`src/rtl/float_addsub_pipeline_if.sv`:
```
// Request/response bundle for the float add/sub pipeline: operands and tag in,
// result, tag and flags out.
interface float_addsub_pipeline_if #(
    parameter int EXP_WIDTH  = 8,
    parameter int MANT_WIDTH = 23,
    parameter int TAG_WIDTH  = 4
);
    localparam int W = 1 + EXP_WIDTH + MANT_WIDTH;

    logic                 req;
    logic                 sub;
    logic [TAG_WIDTH-1:0] tag_in;
    logic [W-1:0]         a;
    logic [W-1:0]         b;
    logic                 ack;
    logic [W-1:0]         out;
    logic [TAG_WIDTH-1:0] tag_out;
    logic                 ovf;
    logic                 unf;

    modport master (
        output req, sub, tag_in, a, b,
        input  ack, out, tag_out, ovf, unf
    );

    modport slave (
        input  req, sub, tag_in, a, b,
        output ack, out, tag_out, ovf, unf
    );
endinterface

```
`src/rtl/float_addsub_pipeline.sv`:
```
// Four-stage pipelined float adder/subtractor: unpack/compare, align/add,
// normalise, pack. Truncating rounding, denormals flushed, one request per cycle.
module float_addsub_pipeline #(
    parameter int EXP_WIDTH  = 8,
    parameter int MANT_WIDTH = 23,
    parameter int TAG_WIDTH  = 4
) (
    input  logic                    clk,
    input  logic                    rst,
    float_addsub_pipeline_if.slave  bus
);
    localparam int W    = 1 + EXP_WIDTH + MANT_WIDTH;
    localparam int SIGW = MANT_WIDTH + 1;  // significand with hidden bit
    localparam int MX   = SIGW + 3;        // plus three guard bits
    localparam int SW   = MX + 1;          // plus carry
    localparam int LZW  = $clog2(MX + 1);
    localparam int EI   = EXP_WIDTH + LZW + 2;

    localparam logic signed [EI-1:0] EXP_MAX  = EI'((1 << EXP_WIDTH) - 1);
    localparam logic signed [EI-1:0] EXP_ZERO = '0;

    // ---------------- stage 1: unpack / compare ----------------
    logic [EXP_WIDTH-1:0] w_exp_a, w_exp_b;
    logic [SIGW-1:0]      w_sig_a, w_sig_b;
    logic                 w_sign_a, w_sign_b_eff, w_swap;

    assign w_exp_a      = bus.a[W-2 -: EXP_WIDTH];
    assign w_exp_b      = bus.b[W-2 -: EXP_WIDTH];
    assign w_sig_a      = (w_exp_a == '0) ? '0 : {1'b1, bus.a[MANT_WIDTH-1:0]};
    assign w_sig_b      = (w_exp_b == '0) ? '0 : {1'b1, bus.b[MANT_WIDTH-1:0]};
    assign w_sign_a     = bus.a[W-1];
    assign w_sign_b_eff = bus.b[W-1] ^ bus.sub;
    // Zeroed significands make flushed operands compare as the smallest magnitude.
    assign w_swap       = {w_exp_b, w_sig_b} > {w_exp_a, w_sig_a};

    logic                 r_s1_valid;
    logic [TAG_WIDTH-1:0] r_s1_tag;
    logic                 r_s1_sign_x, r_s1_eff_sub;
    logic [EXP_WIDTH-1:0] r_s1_exp_x, r_s1_diff;
    logic [SIGW-1:0]      r_s1_sig_x, r_s1_sig_y;

    // ---------------- stage 2: align / add ----------------
    logic [MX-1:0] w_x_ext, w_y_ext, w_y_shift;
    logic [SW-1:0] w_sum;

    assign w_x_ext   = {r_s1_sig_x, 3'b000};
    assign w_y_ext   = {r_s1_sig_y, 3'b000};
    assign w_y_shift = (int'(r_s1_diff) >= MX) ? '0 : (w_y_ext >> r_s1_diff);
    assign w_sum     = r_s1_eff_sub ? ({1'b0, w_x_ext} - {1'b0, w_y_shift})
                                    : ({1'b0, w_x_ext} + {1'b0, w_y_shift});

    logic                 r_s2_valid;
    logic [TAG_WIDTH-1:0] r_s2_tag;
    logic                 r_s2_sign;
    logic [EXP_WIDTH-1:0] r_s2_exp;
    logic [SW-1:0]        r_s2_sum;

    // ---------------- stage 3: normalise ----------------
    logic [LZW-1:0]       w_lz;
    logic                 w_carry;
    logic [MX-1:0]        w_norm;
    logic signed [EI-1:0] w_exp_n;
    logic                 w_unused;

    // NOTE: every always_comb output gets a default before the loop/branches so
    // no path leaves it unassigned, which would otherwise infer a latch.
    always_comb begin
        w_lz = LZW'(MX);
        for (int i = 0; i < MX; i++) begin
            if (r_s2_sum[i]) w_lz = LZW'(MX - 1 - i);
        end
    end

    assign w_carry  = r_s2_sum[SW-1];
    assign w_norm   = w_carry ? r_s2_sum[SW-1:1] : (r_s2_sum[MX-1:0] << w_lz);
    assign w_exp_n  = w_carry ? (EI'(r_s2_exp) + EI'(1)) : (EI'(r_s2_exp) - EI'(w_lz));
    assign w_unused = ^{w_norm[MX-1], w_norm[2:0]};

    logic                   r_s3_valid;
    logic [TAG_WIDTH-1:0]   r_s3_tag;
    logic                   r_s3_sign, r_s3_zero;
    logic signed [EI-1:0]   r_s3_exp;
    logic [MANT_WIDTH-1:0]  r_s3_man;

    // ---------------- stage 4: pack ----------------
    logic [W-1:0] w_pack_out;
    logic         w_pack_ovf, w_pack_unf;

    always_comb begin
        w_pack_out = '0;
        w_pack_ovf = 1'b0;
        w_pack_unf = 1'b0;
        if (!r_s3_zero) begin
            if (r_s3_exp >= EXP_MAX) begin
                w_pack_out = {r_s3_sign, {EXP_WIDTH{1'b1}}, {MANT_WIDTH{1'b0}}};
                w_pack_ovf = 1'b1;
            end else if (r_s3_exp <= EXP_ZERO) begin
                w_pack_unf = 1'b1;
            end else begin
                w_pack_out = {r_s3_sign, r_s3_exp[EXP_WIDTH-1:0], r_s3_man};
            end
        end
    end

    logic                 r_ack, r_ovf, r_unf;
    logic [W-1:0]         r_out;
    logic [TAG_WIDTH-1:0] r_tag_out;

    // NOTE: sequential state uses non-blocking assignments so every register
    // samples pre-edge values regardless of statement order.
    always_ff @(posedge clk or negedge rst) begin
        if (!rst) begin
            r_s1_valid <= 1'b0;
            r_s2_valid <= 1'b0;
            r_s3_valid <= 1'b0;
            r_ack      <= 1'b0;
            r_out      <= '0;
            r_tag_out  <= '0;
            r_ovf      <= 1'b0;
            r_unf      <= 1'b0;
        end else begin
            r_s1_valid <= bus.req;
            r_s2_valid <= r_s1_valid;
            r_s3_valid <= r_s2_valid;
            r_ack      <= r_s3_valid;
            if (r_s3_valid) begin
                r_out     <= w_pack_out;
                r_tag_out <= r_s3_tag;
                r_ovf     <= w_pack_ovf;
                r_unf     <= w_pack_unf;
            end
        end
    end

    // NOTE: stage payload registers are deliberately not reset; the valid bits
    // gate everything visible, so resetting the wide datapath buys nothing.
    always_ff @(posedge clk) begin
        r_s1_tag     <= bus.tag_in;
        r_s1_sign_x  <= w_swap ? w_sign_b_eff : w_sign_a;
        r_s1_eff_sub <= w_sign_a ^ w_sign_b_eff;
        r_s1_exp_x   <= w_swap ? w_exp_b : w_exp_a;
        r_s1_diff    <= w_swap ? (w_exp_b - w_exp_a) : (w_exp_a - w_exp_b);
        r_s1_sig_x   <= w_swap ? w_sig_b : w_sig_a;
        r_s1_sig_y   <= w_swap ? w_sig_a : w_sig_b;

        r_s2_tag     <= r_s1_tag;
        r_s2_sign    <= r_s1_sign_x;
        r_s2_exp     <= r_s1_exp_x;
        r_s2_sum     <= w_sum;

        r_s3_tag     <= r_s2_tag;
        r_s3_sign    <= r_s2_sign;
        r_s3_zero    <= (r_s2_sum == '0);
        r_s3_exp     <= w_exp_n;
        r_s3_man     <= w_norm[MX-2:3];
    end

    assign bus.ack     = r_ack;
    assign bus.out     = r_out;
    assign bus.tag_out = r_tag_out;
    assign bus.ovf     = r_ovf;
    assign bus.unf     = r_unf;
endmodule

```
`src/flat_wrapper.sv`:
```
// flat-port wrapper written by rule: the top's interface ports become plain ports
module float_addsub_pipeline_flat 
#(
    parameter int EXP_WIDTH  = 8,
    parameter int MANT_WIDTH = 23,
    parameter int TAG_WIDTH  = 4
)
  (clk, rst, bus_req, bus_sub, bus_tag_in, bus_a, bus_b, bus_ack, bus_out, bus_tag_out, bus_ovf, bus_unf);
  float_addsub_pipeline_if #(.EXP_WIDTH(EXP_WIDTH), .MANT_WIDTH(MANT_WIDTH), .TAG_WIDTH(TAG_WIDTH)) bus_i ();
  input  logic clk;
  input  logic rst;
  input wire logic [$bits(bus_i.req)-1:0] bus_req;
  input wire logic [$bits(bus_i.sub)-1:0] bus_sub;
  input wire logic [$bits(bus_i.tag_in)-1:0] bus_tag_in;
  input wire logic [$bits(bus_i.a)-1:0] bus_a;
  input wire logic [$bits(bus_i.b)-1:0] bus_b;
  output wire logic [$bits(bus_i.ack)-1:0] bus_ack;
  output wire logic [$bits(bus_i.out)-1:0] bus_out;
  output wire logic [$bits(bus_i.tag_out)-1:0] bus_tag_out;
  output wire logic [$bits(bus_i.ovf)-1:0] bus_ovf;
  output wire logic [$bits(bus_i.unf)-1:0] bus_unf;
  assign bus_i.req = bus_req;
  assign bus_i.sub = bus_sub;
  assign bus_i.tag_in = bus_tag_in;
  assign bus_i.a = bus_a;
  assign bus_i.b = bus_b;
  assign bus_ack = bus_i.ack;
  assign bus_out = bus_i.out;
  assign bus_tag_out = bus_i.tag_out;
  assign bus_ovf = bus_i.ovf;
  assign bus_unf = bus_i.unf;
  float_addsub_pipeline #(.EXP_WIDTH(EXP_WIDTH), .MANT_WIDTH(MANT_WIDTH), .TAG_WIDTH(TAG_WIDTH)) u_core (.clk(clk), .rst(rst), .bus(bus_i));
endmodule
```
`config.mk`:
```
export PLATFORM = sky130hd
export DESIGN_NAME = float_addsub_pipeline_flat
export DESIGN_NICKNAME = d
export VERILOG_FILES = /design/src/rtl/float_addsub_pipeline_if.sv /design/src/rtl/float_addsub_pipeline.sv /design/src/flat_wrapper.sv
export SDC_FILE = /design/constraint.sdc
export NUM_CORES = 1
export LEC_CHECK = 0
export BUFFER_PORTS_ARGS = -buffer_cell sky130_fd_sc_hd__buf_2
export CAP_MARGIN = 15
export CORE_ASPECT_RATIO = 1.1
export CORE_MARGIN = 5
export CORE_UTILIZATION = 61
export DETAILED_ROUTE_END_ITERATION = 6
export GPL_TIMING_DRIVEN = 0
export PLACE_DENSITY_LB_ADDON = 0.15
export SLEW_MARGIN = 20
export SYNTH_ARGS = -nofsm -noshare
export SYNTH_HDL_FRONTEND = slang
export SYNTH_SLANG_ARGS = --single-unit
```
`constraint.sdc`:
```
create_clock -name clk -period 7.9 [get_ports clk]
set_input_delay 1.185 -clock clk [delete_from_list [all_inputs] [get_ports clk]]
set_output_delay 1.185 -clock clk [all_outputs]
set_load 0.02 [all_outputs]
```
==> impl_metrics.tcl, run 1 <==
set metrics [dict create \
    synthArstFlopShare_pct 21.9 \
    clkTransAtPathRegs_ns 0.09 \
    rows 55 \
    synth_edf_count 0 \
    stdcell_area_um2 14400 \
    grt_pass1_wl_mm 60.1 \
    io_pins 111 \
    vdd_drop_max_uv 161 \
    routedWlPerCell_um 19.7 \
    synth-seq-area-share_pct 31.6 \
    ys.flop_type "dfxtp_1" \
    critical_path_required_ns 8.24 \
    clock_skew_ns 0.0156 \
    yosys-top-cells-area "dfxtp_1 23%, ha_1 9.3%, dfrtp_1 8.2%" \
    swShare_pct 42.6 \
    maxCapViolCount 0 \
    setup-tns-final_ns 0 \
    cts.sink_count 192 \
    hold_buffers 0 \
    worst_pin_slew_ns 0.892 \
    synth_nets 1693 \
    maxSlewHeadroom_pct 40.4 \
    syn_inst 1522 \
    nets 1822 \
    worst_hold_path_type "reg -> reg" \
    setup_slack_ns 1.39 \
    start_util_pct 62.1 \
    firstDrtPassIters 5 \
    cp_max_fo 10 \
    final-max-slew-violation-count 0 \
    cp.arrival_ns 6.85 \
    grt.total_usage_pct 31.1 \
    timing.fmax_mhz 154 \
    cts_buffers 17 \
    yosysUniqueCellTypes 92 \
    run_status "completed" \
    yosys_warnings 0 \
    die_x_um 148 \
    antennaDiodeCount 0 \
    cts_resized 0 \
    finish.utilization_pct 69.6 \
    power.internal_mw 2.38 \
    drtIter0Drc 1054 \
    antenna_found_initial 0 \
    rsz0062_at_grt "no" \
    num-fill-cells 1719 \
    yosysTopAreaCell "dfxtp_1" \
    clock_latency_ns 0.46 \
    cts.path.max_buffers 2 \
    root_buffer "clkbuf_16" \
    ys_ff_latch 192 \
    power_frac_comb_pct 42.1 \
    layout_common_cells "156 x nand2_1, 150 x dfxtp_1, 145 x nor2_1" \
    path_class "reg -> reg" \
    powerDensity_nw_per_um2 289 \
    clkPwrFrac_pct 23.1 \
    startpoint_type "register" \
    min_period_ns 6.51 \
    avgSynthCellArea_um2 8.42 \
    period_share_pct 82.4 \
    total_leakage_power_nw 6.72 \
    grt_pass1_vias 11700 \
    hold_violations 0 \
    drc 0 \
    seqPwrFrac_pct 34.8 \
    post_cts_buffers 0 \
    vias_per_cell 6.18 \
    setup_viol 0 \
    cp_common_cell "nand2_1" \
    cts_tree "yes" \
    cpMaxStageDelayCell "a2111oi_1" \
    dieHeight_um 162 \
    drive_gt1_share_pct 13.5 \
    portBuffers 110 \
    crit_path_max_incr_delay_ns 0.69 \
    hpwlAfterDp_mm 29.7 \
    grt_start_max_net_pins 43 \
    place_inst 1888 \
    fin_worst_hold_slack_ns 0.326 \
    htreeDepth 4 \
    final_antenna_net_count 0 \
    syn_area_um2 12800 \
    synth_top_cell_area_share_pct 23.4 \
    core_um2 20600 \
    place_ws_ns 1.73 \
    end_kind "register" \
    place_congestion 1.04 \
    final_common_cell "nand2_1" \
    overflow 0 \
    vias 11900 \
    syn2layout_area_growth_pct 12.1 \
    power_mw 4.16 \
    drt-total-wl_mm 37.8 \
    instances_no_fill 1920 \
    p_sw_mw 1.77 \
    die_area_um2 24000 \
    postPlaceCellArea_um2 13700 \
]
[power by group through the flow]
stage	registers (mW)	logic (mW)	clock network [mW]
final	1.45	1.75	0.962
after detailed placement	1.46	1.70	0
after floorplan	1.48	1.16	0
after global placement	1.45	1.68	0
after CTS	1.44	1.71	0.970
after global routing	1.47	1.89	1.01
[path summary, 6_finish.rpt]
check | from | to | slack (ns) | cells past startpoint
min in group asynchronous | rst | u_core.bus.tag_out[3] | 0.84 | 1
min reg2reg | u_core.r_s2_tag[1] | u_core.r_s3_tag[1] | 0.33 | 0
min | u_core.r_s2_tag[1] | u_core.r_s3_tag[1] | 0.33 | 0
max reg2reg | u_core.r_s1_diff[1] | u_core.r_s2_sum[27] | 1.39 | 25
max | u_core.r_s1_diff[1] | u_core.r_s2_sum[27] | 1.39 | 25
max in group asynchronous | rst | u_core.bus.out[14] | 6.50 | 1
[per-layer routing]
layer	routed length [µm]	vias to the layer above	track usage (%)
met3	2330	157	4.77
met5	0	-	0
li1	-	5701	-
met1	14500	5443	35.3
met4	2470	0	19.9
met2	18500	557	54.4
[synth_stat cells, drive strengths merged (5+ instances only)]
cell type    n
xnor2       30
inv         82
a211oi      15
xor2        12
ha          95
o21ai      104
a22oi       14
nor2       145
a22o        25
o211ai       7
nand2      156
a21oi      100
o21bai       9
nor2b       17
nand2b      13
and3         7
o21a         7
nand4       16
mux2i       94
a221o       11
o31ai       12
clkbuf      47
mux2        24
nand3       26
a21o        48
or3          5
and2        30
dfxtp      150
a2bb2oi      5
nor4        15
a31oi       12
dfrtp       42
o22ai       10
nor3        28
buf         34
[area by class of cell]
type	instances	area [µm²]	area share (%)
plain buffers	81	393	2.73
flip-flops and latches	192	4050	28.2
multi-input cells	1164	8070	56.1
clock inverters	15	240	1.67
inverters	85	319	2.22
repair buffers	110	551	3.83
well taps	256	320	2.23
clock buffers	17	425	2.96
[logic make-up (layout without fill, tap and decap cells)]
| logic type | Yosys count | in the layout | share of synthesized area (%) |
|---|---|---|---|
| compound gates | 428 | 428 | 22.9 |
| xor+xnor | 42 | 42 | 2.87 |
| fa+ha+maj | 99 | 99 | 9.89 |
| buf+inv | 166 | 308 | 5.55 |
| flops | 192 | 192 | 31.6 |
| mux | 122 | 122 | 10.1 |
| simple gates | 473 | 473 | 17.1 |
[sequential cells by signal, summed over array words and instances (netlist names), 4 cells and up]
signal and count:
u_core.r_s3_man 23, u_core.r_s2_sum 28, u_core.r_s1_exp_x 8, u_core.r_s1_tag 4, u_core.r_s2_exp 8, u_core.r_s1_diff 8
u_core.r_s3_tag 4, u_core.r_s1_sig_y 24, u_core.bus.out 32, u_core.r_s3_exp 10, u_core.r_s2_tag 4, u_core.r_s1_sig_x 24
u_core.bus.tag_out 4
[worst max-delay path: cells and delay by family, from the launching register on]
| kind | cells | cell delay [ns] |
|---|---|---|
| AO/OA/AOI/OAI | 11 | 3.12 |
| buffers and inverters | 5 | 1.35 |
| AND/OR/NAND/NOR | 7 | 1.04 |
| adder cells (fa/ha/maj) | 2 | 0.56 |
| flip-flops | 1 | 0.31 |
No activity file was read; power rests on OpenSTA's default activity.
==> run 2: changes to the inputs <==
Settings changed: CORE_UTILIZATION 61 to 55.
Clock period 7.9 ns to 5.2 ns, I/O delays scaled along.
==> impl_metrics.tcl, run 2 (synthesis results as in run 1) <==
set metrics [dict create \
    critical_path.top_delay_family "compound AO/OA/AOI/OAI gates" \
    cp_common_cell "nor2_1" \
    syn2layout_area_growth_pct 13.6 \
    clkTransAtPathRegs_ns 0.09 \
    setup-tns-final_ns 0 \
    cp.arrival_ns 5.29 \
    dieHeight_um 170 \
    critical_path_required_ns 5.50 \
    die_x_um 156 \
    cts_buffers 17 \
    worst_pin_slew_ns 1.06 \
    path_class "reg -> reg" \
    start_util_pct 55.9 \
    grt_pass1_vias 11500 \
    die_area_um2 26500 \
    min_period_ns 4.99 \
    grt_start_max_net_pins 43 \
    vias 11800 \
    drive_gt1_share_pct 15.2 \
    routed.top_layer "met4" \
    core_um2 22900 \
    hold_violations 0 \
    worst_hold_path_type "reg -> reg" \
    grt_pass1_wl_mm 60.9 \
    instances_no_fill 1964 \
    rows 58 \
    vias_per_cell 6.00 \
    multi_input_area_um2 8180 \
    met2WireLength_mm 18.9 \
    met1_length_mm 15.3 \
    final-max-slew-violation-count 0 \
    cpMaxStageDelayCell "or4_1" \
    cts_tree "yes" \
    crit_path_start "u_core.r_s1_diff[2]" \
    root_buffer "clkbuf_16" \
    drc 0 \
    nets 1822 \
    period_share_pct 96.0 \
    crit_path_max_incr_delay_ns 0.50 \
    crit_chain "buf_6, buf_8, buf_6, buf_2, mux2i_1, nor2_1, a21oi_2, nor2_1, a21oi_1, nor2_1, o21ai_2, ha_2, nor2b_1, o21bai_1, a221oi_2, o21ai_2, or4_1, a31oi_4, a211oi_2, o21ai_0, a21oi_1, xnor2_1, o21ai_1" \
    total_leakage_power_nw 6.75 \
    io_pins 111 \
    layout_common_cells "156 x nand2_1, 148 x dfxtp_1, 144 x nor2_1" \
    antenna_found_initial 0 \
    clock_latency_ns 0.45 \
    final_common_cell "nand2_1" \
    setup_slack_ns 0.209 \
    antennaDiodeCount 0 \
    powerDensity_nw_per_um2 434 \
    hpwlAfterDp_mm 30.6 \
    run_status "completed" \
    met3_length_mm 1.97 \
    r2r_start "u_core.r_s1_diff[2]" \
    largest_reg_flops 32 \
    min-delay-start "u_core.r_s1_sign_x" \
    place_inst 1932 \
    overflow 0 \
    htreeDepth 4 \
    cp_max_fo 10 \
    grt.total_usage_pct 28.7 \
    place_ws_ns -1.05 \
    num-fill-cells 2031 \
    timing.fmax_mhz 200 \
    setup_viol 0 \
    cts.sink_count 192 \
    startpoint_type "register" \
    vdd_drop_max_uv 258 \
    hold_buffers 0 \
    maxSlewHeadroom_pct 29.3 \
    clock_skew_ns 0.0134 \
    maxCapViolCount 0 \
    worst-path-buf-inv 4 \
    regArea_um2 4060 \
    portBuffers 110 \
    cts.path.max_buffers 2 \
    place_congestion 0.994 \
    firstDrtPassIters 5 \
    end_kind "register" \
    routedWlPerCell_um 19.5 \
    drt-total-wl_mm 38.3 \
    final_antenna_net_count 0 \
    drtIter0Drc 978 \
]
==> run 2: cell type report <==
| class | instances | area share [%] |
|---|---|---|
| multi-input cells | 1164 | 56.1 |
| flip-flops and latches | 192 | 27.9 |
| repair buffers | 113 | 3.93 |
| clock buffers | 17 | 2.92 |
| plain buffers | 78 | 2.76 |
| well taps | 300 | 2.58 |
| inverters | 85 | 2.20 |
| clock inverters | 15 | 1.62 |
==> run 2: path summary, 6_finish.rpt <==
kind	end	cells past startpoint	slack [ns]
hold / removal	u_core.r_s2_sign	0	0.33
min in group asynchronous	u_core.bus.tag_out[3]	1	0.43
setup reg to reg	u_core.r_s2_sum[26]	23	0.21
hold reg to reg	u_core.r_s2_sign	0	0.33
setup / recovery	u_core.r_s2_sum[26]	23	0.21
max in group asynchronous	u_core.bus.out[15]	1	4.21
==> run 2: report_power, final <==
| part | total, mW | switching (mW) | internal [mW] |
|---|---|---|---|
| sequential | 2.20 | 0.320 | 1.88 |
| clock | 1.45 | 0.750 | 0.701 |
| combinational | 2.68 | 1.62 | 1.06 |
==> run 2: repair_timing <==
| action | 4_1_cts | 5_1_grt |
|---|---|---|
| endpoints found under the hold margin | 0 | 0 |
| endpoints found under the setup margin | 15 | 9 |
| gates cloned | 0 | 0 |
| setup buffers | 0 | 3 |
| pin swaps | 2 | 7 |
| resized for setup | 25 | 28 |
==> run 2: per-layer routing <==
| layer | GRT usage, % | up-vias |
|---|---|---|
| met2 | 52.1 | 472 |
| li1 | - | 5703 |
| met1 | 33.2 | 5487 |
| met4 | 14.6 | 0 |
| met5 | 0 | - |
| met3 | 3.41 | 123 |
==> run 2: through the flow <==
stage / total power [mW] / util (%) / hold slack (ns) / area (µm²)
3_5_place_dp: 4.82 / 60.0 / 0.312 / 13800
2_1_floorplan: 4.02 / - / 0.310 / 12800
3_3_place_gp: 4.80 / 60.0 / 0.311 / 13700
5_1_grt: 6.68 / 63.5 / 0.339 / 14600
4_1_cts: 6.28 / 63.2 / 0.332 / 14500
6_report: 6.33 / 63.5 / 0.332 / 14600
==> run 3: changes to the inputs <==
--- a/config.mk
+++ b/config.mk
@@ -10,5 +10,5 @@
 export CORE_ASPECT_RATIO = 1.1
 export CORE_MARGIN = 5
-export CORE_UTILIZATION = 55
+export CORE_UTILIZATION = 45
 export DETAILED_ROUTE_END_ITERATION = 6
 export GPL_TIMING_DRIVEN = 0
==> constraint.sdc (replaced) <==
create_clock -name clk -period 5.2 [get_ports clk]
set_input_delay 0.26 -clock clk [delete_from_list [all_inputs] [get_ports clk]]
set_output_delay 0.26 -clock clk [all_outputs]
set_load 0.02 [all_outputs]
==> impl_metrics.tcl, run 3 (synthesis results as in run 1) <==
set metrics [dict create \
    run_status "completed" \
    drive_gt1_share_pct 14.9 \
    io_pins 111 \
    grt.total_usage_pct 24.0 \
    place_ws_ns -0.948 \
    crit_chain "clkbuf_2, clkbuf_4, nor2_1, a21oi_2, nand2_1, o21ai_0, nand2_1, a211oi_2, o21ai_2, inv_1, ha_1, inv_1, fa_1, o21ba_2, or3_4, a31oi_4, a31oi_2, o2bb2ai_2, a2111oi_4, o221a_2, nand2_1, a21oi_1, a21oi_1, xor2_1" \
    setup_viol 0 \
    overflow 0 \
    largest_reg_flops 32 \
    die_area_um2 32000 \
    multi_input_area_um2 8160 \
    power.internal_mw 3.63 \
    seqPwrFrac_pct 34.8 \
    setup-tns-final_ns 0 \
    portBuffers 110 \
    clock_latency_ns 0.46 \
    htreeDepth 4 \
    syn2layout_area_growth_pct 14.8 \
    critical_path_required_ns 5.53 \
    layout_common_cells "156 x nand2_1, 148 x dfxtp_1, 144 x nor2_1" \
    worstRegToRegCells 24 \
    period_share_pct 95.5 \
    powerDensity_nw_per_um2 428 \
    nets 1832 \
    root_buffer "clkbuf_16" \
    end_kind "register" \
    cts.sink_count 192 \
    grt_start_max_net_pins 43 \
    drc 0 \
    crit_path_max_incr_delay_ns 0.43 \
    hold_depth 3 \
    firstDrtPassIters 5 \
    core_um2 27900 \
    cp_max_fo 10 \
    routedWlPerCell_um 18.9 \
    drt-total-wl_mm 38.5 \
    antenna_found_initial 0 \
    total_leakage_power_nw 6.79 \
    grt_pass1_vias 11500 \
    final-max-slew-violation-count 0 \
    swShare_pct 42.4 \
    die_x_um 171 \
    clock_skew_ns 0.00840 \
    clkTransAtPathRegs_ns 0.08 \
    maxSlewHeadroom_pct 24.8 \
    final_antenna_net_count 0 \
    min-delay-start "bus_b[25]" \
    timing.fmax_mhz 201 \
    place_inst 1995 \
    cp_common_cell "nand2_1" \
    rows 64 \
    hpwlAfterDp_mm 31.3 \
    worst_pin_slew_ns 1.13 \
    final_common_cell "nand2_1" \
    timing.rr.end "u_core.r_s2_sum[25]" \
    critical_path.top_delay_family "compound AO/OA/AOI/OAI gates" \
    cts.path.max_buffers 2 \
    vdd_drop_max_uv 237 \
    p_sw_mw 2.67 \
    hold_end "u_core.r_s1_exp_x[2]" \
    cts_tree "yes" \
    vias_per_cell 5.63 \
    r2r_start "u_core.r_s1_diff[1]" \
    maxCapViolCount 0 \
    cp.arrival_ns 5.30 \
    postPlaceCellArea_um2 13800 \
    start_util_pct 45.9 \
    place_congestion 0.950 \
    power_frac_comb_pct 42.6 \
    hold_violations 0 \
    worst_hold_path_type "in -> reg" \
    regArea_um2 4060 \
    clkPwrFrac_pct 22.6 \
    worst-path-buf-inv 4 \
    vias 11500 \
    drtIter0Drc 631 \
    cts_buffers 17 \
    dieHeight_um 187 \
    setup_slack_ns 0.235 \
    num-fill-cells 2694 \
    grt_pass1_wl_mm 61.3 \
    startpoint_type "register" \
    min_period_ns 4.96 \
    path_class "reg -> reg" \
    stdcell_area_um2 14700 \
    reg2reg_slack_ns 0.24 \
    cpMaxStageDelayCell "dfxtp_2" \
    finish.utilization_pct 52.7 \
    instances_no_fill 2038 \
]
==> run 3: changes by cell type in the layout (fill, tap and decap cells not counted), moves of 2 or more <==
cell	delta
o21ai_0	+2
a21oi_1	+3
clkbuf_1	+2
buf_2	-2
dlygate4sd3_1	+7
a21oi_2	-3
buf_4	+2
inv_12	-2
clkinv_8	+3
==> run 3: final cells by class <==
| class | count | share of cell area [%] |
|---|---|---|
| Clock buffer | 17 | 2.89 |
| Inverter | 85 | 2.18 |
| Clock inverter | 15 | 1.56 |
| Antenna cell | 1 | 0.0170 |
| Tap cell | 363 | 3.08 |
| Timing Repair Buffer | 122 | 4.47 |
| Buffer | 79 | 2.80 |
| Sequential cell | 192 | 27.6 |
| Multi-Input combinational cell | 1164 | 55.4 |
==> run 3: worst reg2reg max path: cells and delay by family, from the launching register on <==
kind                     cells  cell delay (ns)
AO/OA/AOI/OAI               12             2.30
AND/OR/NAND/NOR              5             0.74
buffers and inverters        4             0.70
adder cells (fa/ha/maj)      2             0.53
flip-flops                   1             0.43
XOR/XNOR                     1             0.15
==> run 3: how the worst max path moves through the flow <==
| stage | start | end | depth (start not counted) |
|---|---|---|---|
| 3_3_place_gp | u_core.r_s1_diff[0] | u_core.r_s2_sum[26] | 23 |
| 2_1_floorplan | u_core.r_s1_diff[1] | u_core.r_s2_sum[25] | 25 |
| 4_1_cts | u_core.r_s1_diff[2] | u_core.r_s2_sum[25] | 21 |
| 6_report | u_core.r_s1_diff[1] | u_core.r_s2_sum[25] | 24 |
| 5_1_grt | u_core.r_s1_diff[2] | u_core.r_s2_sum[26] | 23 |
| 3_5_place_dp | u_core.r_s1_diff[0] | u_core.r_s2_sum[26] | 23 |
==> run 3: per-stage QoR <==
stage	hold slack, ns	power [mW]
after floorplan	-0.0356	4.02
after global placement	0.311	4.81
after detailed placement	0.312	4.83
after CTS	0.0565	6.28
after global routing	0.0639	6.69
final	0.0742	6.29
==> run 3: power groups by stage <==
stage	clock network [mW]	logic, mW	registers (mW)
6_report	1.42	2.68	2.19
5_1_grt	1.52	2.92	2.25
3_5_place_dp	0	2.61	2.22
2_1_floorplan	0	1.77	2.25
4_1_cts	1.46	2.64	2.19
3_3_place_gp	0	2.61	2.21
==> run 3: per-layer routing <==
| metal | vias up | track usage [%] | routed length (µm) |
|---|---|---|---|
| met3 | 105 | 3.15 | 1510 |
| met1 | 5317 | 28.0 | 15800 |
| met4 | 0 | 14.3 | 2390 |
| met5 | - | 0 | 0 |
| met2 | 335 | 41.6 | 18900 |
| li1 | 5723 | - | - |
==> run 3: repair_timing <==
action / CTS / global route
pin swaps: 2 / 5
endpoints found under the hold margin: 48 / 0
resized for setup: 24 / 23
setup buffers: 1 / 4
endpoints found under the setup margin: 14 / 7
hold buffers: 7 / 0
cloned: 0 / 0
